<file path="src/rtl/alu_cmd_sequencer.sv">
// Command sequencer in front of the 4-bit ALU: accepts load/op commands, keeps the accumulator,
// and returns results over valid/ready. Define CMD_SKID_EN to add a one-entry command skid buffer.
module alu_cmd_sequencer #(
    parameter int unsigned DW  = 4,
    parameter int unsigned OCW = 3,
    parameter int unsigned CW  = 8
) (
    input  logic           clk,
    input  logic           rst_n,
    input  logic           cmd_valid,
    output logic           cmd_ready,
    input  logic           cmd_load,
    input  logic [OCW-1:0] cmd_oc,
    input  logic [DW-1:0]  cmd_data,
    output logic [OCW-1:0] alu_oc,
    output logic [DW-1:0]  alu_a,
    output logic [DW-1:0]  alu_b,
    input  logic [DW-1:0]  alu_f,
    output logic           res_valid,
    input  logic           res_ready,
    output logic [DW-1:0]  res_data,
    output logic           res_zero,
    output logic [CW-1:0]  op_count
);

    typedef enum logic [1:0] {
        IDLE = 2'd0,
        EXEC = 2'd1,
        RESP = 2'd2
    } state_e;

    state_e         state_q, state_d;
    logic [DW-1:0]  acc_q, acc_d;
    logic [DW-1:0]  op_b_q, op_b_d;
    logic [OCW-1:0] op_oc_q, op_oc_d;
    logic [DW-1:0]  res_data_q, res_data_d;
    logic           res_zero_q, res_zero_d;
    logic           res_valid_q, res_valid_d;
    logic [CW-1:0]  op_count_q, op_count_d;
    logic           cmd_ready_q, cmd_ready_d;

    logic           accept_c;
    logic           disp_v_c;
    logic           disp_load_c;
    logic [OCW-1:0] disp_oc_c;
    logic [DW-1:0]  disp_data_c;

`ifdef CMD_SKID_EN
    logic           skid_full_q, skid_full_d;
    logic           skid_load_q, skid_load_d;
    logic [OCW-1:0] skid_oc_q, skid_oc_d;
    logic [DW-1:0]  skid_data_q, skid_data_d;
    logic           skid_wr_c;
`endif

    assign accept_c = cmd_valid && cmd_ready_q;

    // Next-state: a "dispatch" starts a command either from the port or from the skid entry.
    always_comb begin
        state_d     = state_q;
        acc_d       = acc_q;
        op_b_d      = op_b_q;
        op_oc_d     = op_oc_q;
        res_data_d  = res_data_q;
        res_valid_d = res_valid_q;
        op_count_d  = op_count_q;
        disp_v_c    = 1'b0;
        disp_load_c = cmd_load;
        disp_oc_c   = cmd_oc;
        disp_data_c = cmd_data;
`ifdef CMD_SKID_EN
        skid_full_d = skid_full_q;
        skid_load_d = skid_load_q;
        skid_oc_d   = skid_oc_q;
        skid_data_d = skid_data_q;
        skid_wr_c   = 1'b0;
`endif

        case (state_q)
            IDLE: begin
                disp_v_c = accept_c;
            end
            EXEC: begin
                acc_d       = alu_f;
                res_data_d  = alu_f;
                res_valid_d = 1'b1;
                state_d     = RESP;
`ifdef CMD_SKID_EN
                skid_wr_c   = accept_c;
`endif
            end
            RESP: begin
                if (res_ready) begin
                    res_valid_d = 1'b0;
                    op_count_d  = op_count_q + CW'(1);
                    state_d     = IDLE;
`ifdef CMD_SKID_EN
                    if (skid_full_q) begin
                        disp_v_c    = 1'b1;
                        disp_load_c = skid_load_q;
                        disp_oc_c   = skid_oc_q;
                        disp_data_c = skid_data_q;
                        skid_full_d = 1'b0;
                    end else begin
                        disp_v_c = accept_c;
                    end
`else
                    disp_v_c = accept_c;
`endif
                end else begin
`ifdef CMD_SKID_EN
                    skid_wr_c = accept_c;
`endif
                end
            end
            default: begin
                state_d = IDLE;
            end
        endcase

        if (disp_v_c) begin
            op_oc_d = disp_oc_c;
            op_b_d  = disp_data_c;
            if (disp_load_c) begin
                acc_d       = disp_data_c;
                res_data_d  = disp_data_c;
                res_valid_d = 1'b1;
                state_d     = RESP;
            end else begin
                state_d = EXEC;
            end
        end

`ifdef CMD_SKID_EN
        if (skid_wr_c) begin
            skid_full_d = 1'b1;
            skid_load_d = cmd_load;
            skid_oc_d   = cmd_oc;
            skid_data_d = cmd_data;
        end
        cmd_ready_d = !skid_full_d;
`else
        cmd_ready_d = (state_d == IDLE);
`endif
        res_zero_d = (res_data_d == '0);
    end

    always_ff @(posedge clk) begin
        if (!rst_n) begin
            state_q     <= IDLE;
            acc_q       <= '0;
            op_b_q      <= '0;
            op_oc_q     <= '0;
            res_data_q  <= '0;
            res_zero_q  <= 1'b1;
            res_valid_q <= 1'b0;
            op_count_q  <= '0;
            cmd_ready_q <= 1'b1;
`ifdef CMD_SKID_EN
            skid_full_q <= 1'b0;
            skid_load_q <= 1'b0;
            skid_oc_q   <= '0;
            skid_data_q <= '0;
`endif
        end else begin
            state_q     <= state_d;
            acc_q       <= acc_d;
            op_b_q      <= op_b_d;
            op_oc_q     <= op_oc_d;
            res_data_q  <= res_data_d;
            res_zero_q  <= res_zero_d;
            res_valid_q <= res_valid_d;
            op_count_q  <= op_count_d;
            cmd_ready_q <= cmd_ready_d;
`ifdef CMD_SKID_EN
            skid_full_q <= skid_full_d;
            skid_load_q <= skid_load_d;
            skid_oc_q   <= skid_oc_d;
            skid_data_q <= skid_data_d;
`endif
        end
    end

    assign cmd_ready = cmd_ready_q;
    assign alu_oc    = op_oc_q;
    assign alu_a     = acc_q;
    assign alu_b     = op_b_q;
    assign res_valid = res_valid_q;
    assign res_data  = res_data_q;
    assign res_zero  = res_zero_q;
    assign op_count  = op_count_q;

endmodule

</file>
<file path="config.mk">
export PLATFORM = sky130hd
export DESIGN_NAME = alu_cmd_sequencer
export DESIGN_NICKNAME = d
export VERILOG_FILES = /design/src/rtl/alu_cmd_sequencer.sv
export SDC_FILE = /design/constraint.sdc
export NUM_CORES = 1
export LEC_CHECK = 0
export CORE_MARGIN = 5
export CORE_UTILIZATION = 40
export CTS_CLUSTER_SIZE = 14
export DETAILED_ROUTE_END_ITERATION = 10
export MAX_ROUTING_LAYER = met4
export PLACE_DENSITY_LB_ADDON = 0.1
export SLEW_MARGIN = 0
export SYNTH_ARGS = -nofsm -noshare
export SYNTH_HDL_FRONTEND = slang
export SYNTH_SLANG_ARGS = --single-unit
</file>
<file path="constraint.sdc">
create_clock -name clk -period 1.75 [get_ports clk]
set_input_delay 0.4375 -clock clk [delete_from_list [all_inputs] [get_ports clk]]
set_output_delay 0.4375 -clock clk [all_outputs]
set_load 0.02 [all_outputs]
</file>
==> metrics.md <==
| Metric | Value |
|---|---|
| Count of flip-flops with a built-in enable after synthesis | `0` |
| WL met3 | `141 um` |
| Number of top-level pins | `42` |
| Die extent in y | `about 65 um` |
| Yosys warnings | `0` |
| Worst Hold Margin | `~480 ps` |
| Length of routed met2 wiring | `1.41 mm` |
| Max Cap Violations | `0` |
| Clock latency at the later pin of the worst-skew pair | `~330 ps` |
| Uppermost signal routing layer after detailed routing | `met4` |
| Category of the most critical setup path | `flip-flop to output port` |
| Layout Area Growth over Synthesis | `47.1%` |
| Leakage Power | `0.000837 uW` |
| Startpoint of the worst setup timing path | `res_zero` |
| Total routing usage reported by global routing | `0.155` |
| Number of max-slew violations in the final report | `0` |
| Critical path startpoint category | `flip-flop` |
| Delay of the slowest cell on the worst path | `600 ps` |
| Max Fclk | `~600 MHz` |
| Cell with the largest stage delay on the worst path | `sky130_fd_sc_hd__clkdlybuf4s50_1` |
| Worst supply voltage drop on vdd | `roughly 0.43 mV` |
| Signal arrival time at the worst endpoint | `around 1300 ps` |
| Top cells by instance count after synthesis | `sky130_fd_sc_hd__dfxtp_1 (28), sky130_fd_sc_hd__nand2_1 (17), sky130_fd_sc_hd__a21oi_1 (11)` |
| Final routed wire length divided by cell count | `between 10 and 15 um` |
| Master cell of the clock root buffer | `sky130_fd_sc_hd__clkbuf_4` |
| Via count | `~1200` |
| Die ar. | `roughly 4300 um2` |
| Delay-heaviest family, CP | `buffers and inverters` |
| Most frequently used cell type in the post-synthesis netlist | `sky130_fd_sc_hd__dfxtp_1` |
| Setup TNS | `0 ps` |
| RD Place Congestion | `0.877` |
| Final cell utilization of the core | `0.599` |
| Synthesized net count | `161` |
| Number of cell instances on the worst register-to-register path | `7` |
| Tightest Pin Transition | `472 ps` |
| Total overflow reported by the global router | `0` |
| TritonCTS Sinks | `28` |
| Antenna viol nets, final | `0` |
| Time the final worst path needs with I/O delays and setup | `about 1700 ps` |
| Cell count along the critical path | `1` |
| Number of antenna violations at the first check in global routing | `0` |
| Via count of the first global-routing pass | `roughly 1200` |
| Clock buffer count from CTS | `3` |
| List of cells traversed by the critical path | `clkdlybuf4s50_1` |
| Sequential fraction of the synthesis area | `0.459` |
| Required time at the endpoint of the critical path | `1310 ps` |
| Final layout net count | `217` |
| Worst-path maximum fanout | `1` |
| Final hold violation count | `0` |
| Async set or reset register ratio after synthesis | `0` |
| N_diodes | `0` |
| Number of iterations in the first detailed-routing pass | `4` |
| Via density per instance | `a little over 5` |
| Reg2reg end | `cmd_ready` |
| Dpl cells | `between 200 and 250` |
| Kind of capture point of the worst setup path | `output port` |
| Wl on met1 | `about 1.5 mm` |
| Ys flop type | `sky130_fd_sc_hd__dfxtp_1` |
| Die boundary width | `about 65 um` |
| Final cycle utilization of the critical path | `0.978` |
| Post-synth design cell area | `between 1000 and 1500 um2` |
| Areal power density over the cells | `a little under 900 nW/um2` |
| HPWL reported at the end of detailed placement | `2.38 mm` |
| Setup slack of the most critical reg-to-reg path | `approximately 90 ps` |
| First-iteration detailed-routing DRC count | `slightly below 70` |
| #FFs+latches synth | `28` |
| Mean cell area of the mapped netlist | `~8.7 um2` |
| Setup-failing EPs final | `0` |
| R2r startpoint | `state_q[0]` |
| Maximum number of pins on one net before global-route repair | `16` |
| Post-route DRC violation count | `0` |
| Finished Layout Cells | `approximately 230` |
| Leading post-synthesis cells by cell area | `sky130_fd_sc_hd__dfxtp_1 (46%), sky130_fd_sc_hd__nand2_1 (5.2%), sky130_fd_sc_hd__ha_1 (5.1%)` |
| Worst Clk Skew | `3.42 ps` |
| Buffers inserted by post-CTS timing repair | `0` |
| Area share of the leading cell type in the synthesized netlist | `0.459` |
| Fraction of final layout cells sized beyond drive strength 1 | `0.138` |
| CTS tree | `done` |
| H-tree levels | `1` |
| Core footprint | `about 3000 um2` |
| Port Buf Inserts | `41` |
| Number of placement rows | `20` |
| Maximum buffer depth of the clock tree | `2` |
| Last element of the critical path | `res_zero` |
| Biggest area consumer among synthesized cells | `sky130_fd_sc_hd__dfxtp_1` |
| Worst slew slack as a fraction of its limit | `0.685` |
| Instance count of the mapped netlist | `140` |
| RSZ-0062 raised after global routing | `yes` |
| CP Buf/Inv Count | `1` |
| First-pass GRT wire length | `5.08 mm` |
| Wirelength, routed | `between 3 and 4 mm` |
| Starting density of the core | `0.407` |
| Run status | `finished, final reports clean` |
| Clock-pin slew on the worst setup and hold paths | `roughly 150 ps` |
| Number of distinct standard cells referenced by the synthesized netlist | `30` |
| Kind of path behind the tightest hold check | `flip-flop to flip-flop` |
registers in the layout (all words and copies together) (netlist names):
signal	cells
alu_oc	3
res_data	4
alu_a	4
alu_b	4
state_q	2
cmd_ready	1
res_zero	1
op_count	8
res_valid	1
worst min path at each step:
stage	from	endpoint	slack, ps	depth (start not counted)
detailed placement	alu_b[2]	alu_b[2]	470	2
CTS	alu_b[1]	alu_b[1]	490	2
global route	alu_b[2]	alu_b[2]	510	2
global placement	alu_oc[1]	alu_oc[1]	460	2
floorplan	rst_n	res_zero	490	1
finish	alu_b[2]	alu_b[2]	480	2
metrics by stage:
stage | total power (uW) | setup slack [ps] | cell area, um2
2_1_floorplan | 1020 | 105 | 1220
3_3_place_gp | 1270 | -170 | 1760
3_5_place_dp | 1280 | -239 | 1760
4_1_cts | 1580 | 0.604 | 1770
5_1_grt | 1650 | -29.1 | 1800
6_report | 1560 | 37.9 | 1800
routing by layer:
| metal | vias to the layer above | GRT usage |
|---|---|---|
| li1 | 598 | - |
| met1 | 521 | 0.178 |
| met2 | 32 | 0.259 |
| met3 | 4 | 0.0291 |
| met4 | 0 | 0.0725 |
| met5 | - | - |
where the power goes:
group	internal [uW]	switching [uW]
registers	706	34.7
clock network	128	193
logic	236	265
cell type report:
type / instances / area [um2]
clock buffer: 4 / 36.3
fill: 284 / 1200
inverter: 6 / 22.5
multi-input combinational: 101 / 621
sequential: 28 / 563
tap: 33 / 41.3
timing repair buffer: 56 / 514
what timing repair did:
action | in CTS | in global routing
pin swaps | 0 | 1
gates resized for setup | 21 | 9
endpoints found under the hold margin | 0 | 0
setup endpoints to repair | 21 | 11
hold buffers | 0 | 0
placed cells by master (no fill, tap or decap), types with 2 or more instances in the layout:
cell / Yosys / layout
sky130_fd_sc_hd__dfxtp_2: 0 / 2
sky130_fd_sc_hd__nand2b_1: 8 / 8
sky130_fd_sc_hd__ha_1: 5 / 5
sky130_fd_sc_hd__nand2_1: 17 / 17
sky130_fd_sc_hd__nor2b_1: 2 / 2
sky130_fd_sc_hd__clkdlybuf4s50_1: 0 / 16
sky130_fd_sc_hd__nor3_1: 4 / 4
sky130_fd_sc_hd__or3_1: 3 / 3
sky130_fd_sc_hd__nor2_1: 9 / 9
sky130_fd_sc_hd__inv_1: 6 / 6
sky130_fd_sc_hd__xor2_1: 2 / 2
sky130_fd_sc_hd__a21oi_1: 11 / 11
sky130_fd_sc_hd__and2_1: 4 / 4
sky130_fd_sc_hd__a31oi_1: 4 / 4
sky130_fd_sc_hd__dfxtp_1: 28 / 26
sky130_fd_sc_hd__dlymetal6s2s_1: 0 / 5
sky130_fd_sc_hd__dlygate4sd2_1: 0 / 20
sky130_fd_sc_hd__o21ai_0: 10 / 10
sky130_fd_sc_hd__buf_4: 0 / 14
sky130_fd_sc_hd__nand3_1: 5 / 5
sky130_fd_sc_hd__xnor2_1: 3 / 3
sky130_fd_sc_hd__clkbuf_4: 0 / 3
sky130_fd_sc_hd__a311oi_1: 4 / 4
cells by family (layout without fill, tap and decap cells):
family          count (synthesis)  in the layout  share of synthesized area
simple gates                   57             57                      0.232
compound gates                 34             34                      0.181
flops                          28             28                      0.459
buf+inv                        11             66                     0.0409
fa+ha+maj                       5              5                     0.0512
xor+xnor                        5              5                     0.0358
Note: power is estimated with default switching activity, not from simulation.
